===== src/rtl/div_job_queue.sv =====
// div_job_queue: operand FIFO and result buffer around the 8-bit bit-slice divider.
// Jobs are queued as {dividend, divisor} and issued to the divider one at a time.
// A zero divisor never reaches the divider: its result is produced directly.
// Results are held in one output register until the consumer accepts them.
//
//   state   | meaning
//   --------+----------------------------------------------------------------
//   IDLE    | no job in flight; pops the FIFO head when the result reg is free
//   ISSUE   | Req high, waiting for Done; captures Quotient/Remainder on Done
//   RELEASE | Req low, waiting for Done to drop before accepting another job
module div_job_queue #(
    parameter int DEPTH = 4
) (
    input  logic       Clock,
    input  logic       nReset,
    input  logic       InValid,
    output logic       InReady,
    input  logic [7:0] InDividend,
    input  logic [7:0] InDivisor,
    output logic       Req,
    output logic [7:0] Operand1,
    output logic [7:0] Operand2,
    input  logic       Done,
    input  logic [7:0] Quotient,
    input  logic [7:0] Remainder,
    output logic       OutValid,
    input  logic       OutReady,
    output logic [7:0] OutQuotient,
    output logic [7:0] OutRemainder,
    output logic       OutDivZero,
    output logic       Busy
);

    localparam int          PW   = (DEPTH > 1) ? $clog2(DEPTH) : 1;
    localparam logic [PW:0] FULL = (PW + 1)'(DEPTH);

    typedef enum logic [1:0] {
        IDLE    = 2'd0,
        ISSUE   = 2'd1,
        RELEASE = 2'd2
    } state_t;

    state_t        state;
    state_t        state_nx;

    logic [15:0]   mem [DEPTH];
    logic [PW-1:0] wr_ptr;
    logic [PW-1:0] rd_ptr;
    logic [PW:0]   count;

    logic          push;
    logic          pop;
    logic          out_free;
    logic          latch_ops;
    logic          load_res;
    logic [7:0]    res_q;
    logic [7:0]    res_r;
    logic          res_dz;
    logic [7:0]    head_dvd;
    logic [7:0]    head_dvs;

    // InReady depends only on the registered count, so a same-cycle pop
    // never re-opens a full FIFO.
    assign InReady            = (count < FULL);
    assign push               = InValid && InReady;
    assign out_free           = !OutValid || OutReady;
    assign {head_dvd, head_dvs} = mem[rd_ptr];
    assign Req                = (state == ISSUE);
    assign Busy               = (state != IDLE) || (count != '0);

    // FIFO storage; written on push only, contents need no reset.
    always_ff @(posedge Clock) begin
        if (push) begin
            mem[wr_ptr] <= {InDividend, InDivisor};
        end
    end

    // FIFO pointers and occupancy.
    always_ff @(posedge Clock or negedge nReset) begin
        if (!nReset) begin
            wr_ptr <= '0;
            rd_ptr <= '0;
            count  <= '0;
        end else begin
            if (push) begin
                wr_ptr <= wr_ptr + PW'(1);
            end
            if (pop) begin
                rd_ptr <= rd_ptr + PW'(1);
            end
            case ({push, pop})
                2'b10:   count <= count + (PW + 1)'(1);
                2'b01:   count <= count - (PW + 1)'(1);
                default: count <= count;
            endcase
        end
    end

    // FSM state register.
    always_ff @(posedge Clock or negedge nReset) begin
        if (!nReset) begin
            state <= IDLE;
        end else begin
            state <= state_nx;
        end
    end

    // FSM next state, FIFO pop and result-register load selection.
    always_comb begin
        state_nx  = state;
        pop       = 1'b0;
        latch_ops = 1'b0;
        load_res  = 1'b0;
        res_q     = 8'd0;
        res_r     = 8'd0;
        res_dz    = 1'b0;
        case (state)
            IDLE: begin
                if ((count != '0) && out_free) begin
                    pop = 1'b1;
                    if (head_dvs == 8'd0) begin
                        load_res = 1'b1;
                        res_q    = 8'hFF;
                        res_r    = head_dvd;
                        res_dz   = 1'b1;
                    end else begin
                        latch_ops = 1'b1;
                        state_nx  = ISSUE;
                    end
                end
            end
            ISSUE: begin
                // Nothing else loads the result register while a job is in
                // flight, so it is always free when Done arrives.
                if (Done) begin
                    load_res = 1'b1;
                    res_q    = Quotient;
                    res_r    = Remainder;
                    state_nx = RELEASE;
                end
            end
            RELEASE: begin
                // A Done still high from the last job must not complete the next.
                if (!Done) begin
                    state_nx = IDLE;
                end
            end
            default: state_nx = IDLE;
        endcase
    end

    // Divider operands, held from issue until the FSM returns to IDLE.
    always_ff @(posedge Clock or negedge nReset) begin
        if (!nReset) begin
            Operand1 <= 8'd0;
            Operand2 <= 8'd0;
        end else if (latch_ops) begin
            Operand1 <= head_dvd;
            Operand2 <= head_dvs;
        end
    end

    // Result register; a reload wins over a same-cycle consume.
    always_ff @(posedge Clock or negedge nReset) begin
        if (!nReset) begin
            OutValid     <= 1'b0;
            OutQuotient  <= 8'd0;
            OutRemainder <= 8'd0;
            OutDivZero   <= 1'b0;
        end else if (load_res) begin
            OutValid     <= 1'b1;
            OutQuotient  <= res_q;
            OutRemainder <= res_r;
            OutDivZero   <= res_dz;
        end else if (OutValid && OutReady) begin
            OutValid     <= 1'b0;
        end
    end

endmodule

===== config.mk =====
export PLATFORM = sky130hd
export DESIGN_NAME = div_job_queue
export DESIGN_NICKNAME = d
export VERILOG_FILES = /design/src/rtl/div_job_queue.sv
export SDC_FILE = /design/constraint.sdc
export NUM_CORES = 1
export LEC_CHECK = 0
export ABC_AREA = 1
export CAP_MARGIN = 20
export CORE_ASPECT_RATIO = 0.8
export CORE_MARGIN = 5
export CORE_UTILIZATION = 53
export DETAILED_ROUTE_END_ITERATION = 12
export PLACE_DENSITY = 0.87
export SLEW_MARGIN = 20
export SYNTH_ARGS = -nofsm -noshare
export SYNTH_HDL_FRONTEND = slang
export SYNTH_SLANG_ARGS = --single-unit

===== constraint.sdc =====
create_clock -name Clock -period 3.55 [get_ports Clock]
set_clock_uncertainty 0.2 [all_clocks]
set_input_delay 1.065 -clock Clock [delete_from_list [all_inputs] [get_ports Clock]]
set_output_delay 1.065 -clock Clock [all_outputs]
set_load 0.01 [all_outputs]

==> results.md <==
Place:
- Routability-driven placement finished with a final weighted congestion of 0.764.
- The number of placed instances, taps included, is 551.
- After legalization and detailed placement, the total HPWL measured 6.48 mm.
- The number of I/O port buffers is 73.
- The total placed instance area is 5190 sq um.

Clock network:
- The clock latency of the later-clocked register in the worst-skew pair is 0.38 ns.
- The clock input transition at the sequential cells of the worst setup and hold paths is 0.11 ns.
- TritonCTS built the clock tree.
- After clock tree synthesis, the setup repair step added 0 buffers.
- The total of cells resized after clock tree synthesis is 0.
- The clock root buffer master is sky130_fd_sc_hd__clkbuf_8.
- The longest clock path from root to sink contains 2 buffers.
- In this run, CTS created clock tree buffers numbering 9.
- The H-tree was split into 3 levels.
- The total number of clock tree sinks is approximately 110.
- The number of buffers added to fix hold violations after cts is 0.

Die:
- The total area inside the core boundary comes to 8020 sq um.
- The initial core utilization is 54.8%.
- The vertical die dimension is around 91 um.
- The die is 112 um wide.
- The die outline area is 10200 sq um.
- The placement row count is 29.
- During I/O placement, the number of pins put on the boundary was 74.

Synthesis:
- For this run, the leading register cell type out of synthesis is sky130_fd_sc_hd__edfxtp_1.
- The synthesized netlist devotes 6.12% of its cell area to compound gates.
- The cell with the most instances after synthesis is sky130_fd_sc_hd__nand2_1.
- The synthesized design contains 107 register bits.
- The multiplexer share of the synthesized area is 0%.
- For this run, asynchronously set or reset flops after synthesis account for 40.2%.
- Of all cell types, the one taking the most synthesized area is sky130_fd_sc_hd__edfxtp_1.
- Synthesis produced a netlist whose cell count is 379.
- In this run, synthesis inferred between 60 and 70 flip-flops with an integrated enable.
- The portion of synthesized cell area occupied by the leading cell type is 43.7%.
- After synthesis, the mean cell area works out to roughly 12 sq um.
- Sequential elements use 68.2% of the synthesized area.
- By area the synthesized netlist is led by sky130_fd_sc_hd__edfxtp_1 (44%), sky130_fd_sc_hd__dfrtp_1 (24%), sky130_fd_sc_hd__nand2_1 (8.9%), sky130_fd_sc_hd__nand3_1 (4.9%), sky130_fd_sc_hd__a21oi_1 (2.1%).
- The synthesized netlist net count is 422.
- Of the total synthesized cell area, the portion taken by AND, OR, NAND and NOR gates is 18.3%.
- The synthesized netlist contains 26 unique library cells.
- In the synthesized netlist, the cells that appear most often are sky130_fd_sc_hd__nand2_1 (104), sky130_fd_sc_hd__edfxtp_1 (64), sky130_fd_sc_hd__dfrtp_1 (43), sky130_fd_sc_hd__nand3_1 (43), sky130_fd_sc_hd__nor2_1 (22).
- Summing the areas of all xor and xnor instances in the mapped netlist gives 0.997% of the synthesized area.
- The number of warnings reported in the yosys synthesis log is 0.
- In this run the cell area of the synthesized design comes to 4390 sq um.
- Summing the areas of all fa, ha and maj instances in the mapped netlist gives approximately 1.9% of the synthesized area.
- The main combinational cell family by area after synthesis is simple AND/OR/NAND/NOR gates.

GRT:
- The pin count of the biggest net entering global routing is 44.
- Global routing used 19.0% of the available tracks across all layers.
- The global-route wire length before repair is 15.1 mm.
- The residual overflow from global routing is 0.
- The initial antenna violation count is 0.
- The number of global-route vias before repair is ~3000.

Route:
- The detail route stage leaves a number of antenna-violating nets equal to 0.
- Across all layers, the routed design uses 3003 vias.
- After detailed routing, the number of remaining DRC violations is 0.
- The detailed-route wire length per cell is roughly 17 um.
- The wire length reported by the detailed router is 9.49 mm.
- The first routing iteration left about 270 violations.
- The first detailed-routing pass ran for 4 iterations.
- The average via count per standard cell is 5.29.

Critical path:
- The logic depth of the worst path, buffers included is 9.
- The capture point of the worst reg-to-reg path is OutRemainder[1].
- STA classifies the critical path endpoint as a register.
- In this design, the largest share of critical-path delay is due to simple AND/OR/NAND/NOR gates.
- STA classifies the critical path startpoint as a register.
- The standard cell with the maximum stage delay on the critical path is sky130_fd_sc_hd__dfrtp_1.
- In this design, the stage delay of the slowest critical-path cell is 0.76 ns.
- Counting cells, the worst reg-to-reg path comes to 9.
- By startpoint and endpoint, the worst setup path is classified as register to register.
- In this run the worst path has a maximum fanout of 32.
- At the worst endpoint, the required time is 3.60 ns.
- Counting both buffers and inverters, the worst setup path holds a total of 1.
- The setup slack of the worst register-to-register path is 0.71 ns.
- The worst register-to-register path begins at rd_ptr[0].
- Data arrives at the worst endpoint at 2.90 ns.
- Traced cell by cell, the critical path runs through inv_4 > nand2_1 > nand3_1 > nand2_1 > nand2_1 > nor2_4 > nand3_2 > nand3_1 > nand3_1.

Power and ir drop:
- The power per standard cell area is 839 nW/um^2.
- Across the VDD grid, the largest voltage drop is 0.000387 V.
- The leakage power figure is 2.20 nW.

Cells and area:
- The final standard cell count with taps included and fillers excluded is 568.
- With fillers left out, the area of the finished cells amounts to 5420 sq um.
- The area growth from synthesis to layout is 23.4%.
- The count of filler cells inserted in the layout is 616.
- The net total in the final layout is 498.
- The number of diodes is 0.
- The proportion of layout cells with a drive suffix above 1 is a little under a tenth.

STA:
- The share of the cycle needed by the critical path after routing is 80.1%.
- Setup repair after global routing left no endpoint under its margin.
- The worst-case headroom to the max-slew limit is between 50 and 60%.
- Setup violations remaining at the end of the flow were counted as 0.
- The final hold violation count is 0.
- The final setup TNS is 0 ns.
- The time the final worst path needs with I/O delays and setup is 2.84 ns.
- Static timing analysis puts the maximum clock frequency at around 350 MHz.
- The max-slew violation total from the final report is 0.
- At the pin with the least slew margin, the transition time is 0.631 ns.
- The worst hold slack is 0.287 ns.

Status:
- The run finished with clean final reports.

Hold path:
- The startpoint of the tightest hold check path is Operand1[5].
- Along the worst hold path, the cell count comes to 2.
- The endpoint of the worst hold-timing path is Operand1[5].
- The class of the tightest hold or removal check is register to register.

Job:
- Across the run, the number of max-cap violations was 0.
==> power breakdown <==
part           switching [mW]  internal [mW]  total, mW
clock network           0.431          0.339      0.771
logic                    1.11          0.807       1.92
registers               0.192           1.67       1.86
total                    1.73           2.82       4.55
==> worst reg2reg max path: stages, from the launching register on <==
cell and delay (ns):
sky130_fd_sc_hd__dfrtp_1 0.76, sky130_fd_sc_hd__inv_4 0.28, sky130_fd_sc_hd__nand2_1 0.14, sky130_fd_sc_hd__nand3_1 0.07
sky130_fd_sc_hd__nand2_1 0.12, sky130_fd_sc_hd__nand2_1 0.10, sky130_fd_sc_hd__nor2_4 0.29, sky130_fd_sc_hd__nand3_2 0.46
sky130_fd_sc_hd__nand3_1 0.21, sky130_fd_sc_hd__nand3_1 0.10
==> state kept, by name (all words and copies together), names as in the netlist <==
signal        flops
Operand2          8
mem              64
OutDivZero        1
OutRemainder      8
Operand1          8
OutValid          1
OutQuotient       8
count             3
state             2
wr_ptr            2
rd_ptr            2
==> worst max path at each step <==
stage,endpoint,startpoint
2_1_floorplan,count[2],OutReady
3_3_place_gp,count[2],OutReady
3_5_place_dp,count[2],OutReady
4_1_cts,Busy,count[0]
5_1_grt,OutRemainder[1],rd_ptr[0]
6_report,OutRemainder[1],rd_ptr[0]
==> area by class of cell <==
class,instances,area (sq um),share of cell area [%]
clock inverter,7,83.8,1.55
multi-input combinational,238,1200,22.1
inverter,16,62.6,1.15
sequential,107,3000,55.3
timing repair buffer,83,821,15.1
clock buffer,9,124,2.28
tap,108,135,2.49
==> placed cells by master, fill, tap and decap left out, types with 2 or more instances in the layout <==
cell                              instances
sky130_fd_sc_hd__dfrtp_1                 43
sky130_fd_sc_hd__a22oi_1                  8
sky130_fd_sc_hd__nand2_1                104
sky130_fd_sc_hd__nand3_1                 43
sky130_fd_sc_hd__nand4_1                  8
sky130_fd_sc_hd__clkdlybuf4s50_1         72
sky130_fd_sc_hd__inv_8                    3
sky130_fd_sc_hd__nand3_2                  2
sky130_fd_sc_hd__xor2_1                   4
sky130_fd_sc_hd__inv_1                   14
sky130_fd_sc_hd__edfxtp_1                64
sky130_fd_sc_hd__ha_1                     5
sky130_fd_sc_hd__buf_4                    9
sky130_fd_sc_hd__nor2_4                   2
sky130_fd_sc_hd__nand2_4                  2
sky130_fd_sc_hd__o21ai_1                  2
sky130_fd_sc_hd__o21ai_2                  7
sky130_fd_sc_hd__o21ai_0                  8
sky130_fd_sc_hd__clkbuf_8                 9
sky130_fd_sc_hd__nor2_1                  22
sky130_fd_sc_hd__a21oi_1                 18
sky130_fd_sc_hd__clkinvlp_4               2
==> layer usage <==
metal	routed length, um	vias to the layer above	GRT usage (%)	part of all wire (%)
met4	61	0	3.85	0.64
met2	4910	70	32.8	52
met3	533	8	6.25	5.6
met1	3990	1475	23.7	42
li1	-	1450	-	-
met5	0	-	0	0
==> through the flow <==
step	util [%]	power [mW]	worst slack (ns)
2_1_floorplan	-	3.09	0.392
3_3_place_gp	64.7	3.72	0.376
3_5_place_dp	64.7	3.81	0.352
4_1_cts	67.3	4.58	0.711
5_1_grt	67.6	4.87	0.447
6_report	67.6	4.55	0.705
==> cell families after synthesis <==
logic type      count (synthesis)
fa+ha+maj                       6
buf+inv                        34
simple gates                  183
compound gates                 44
xor+xnor                        5
flops                         107
Power figures use the tool's default switching activity.
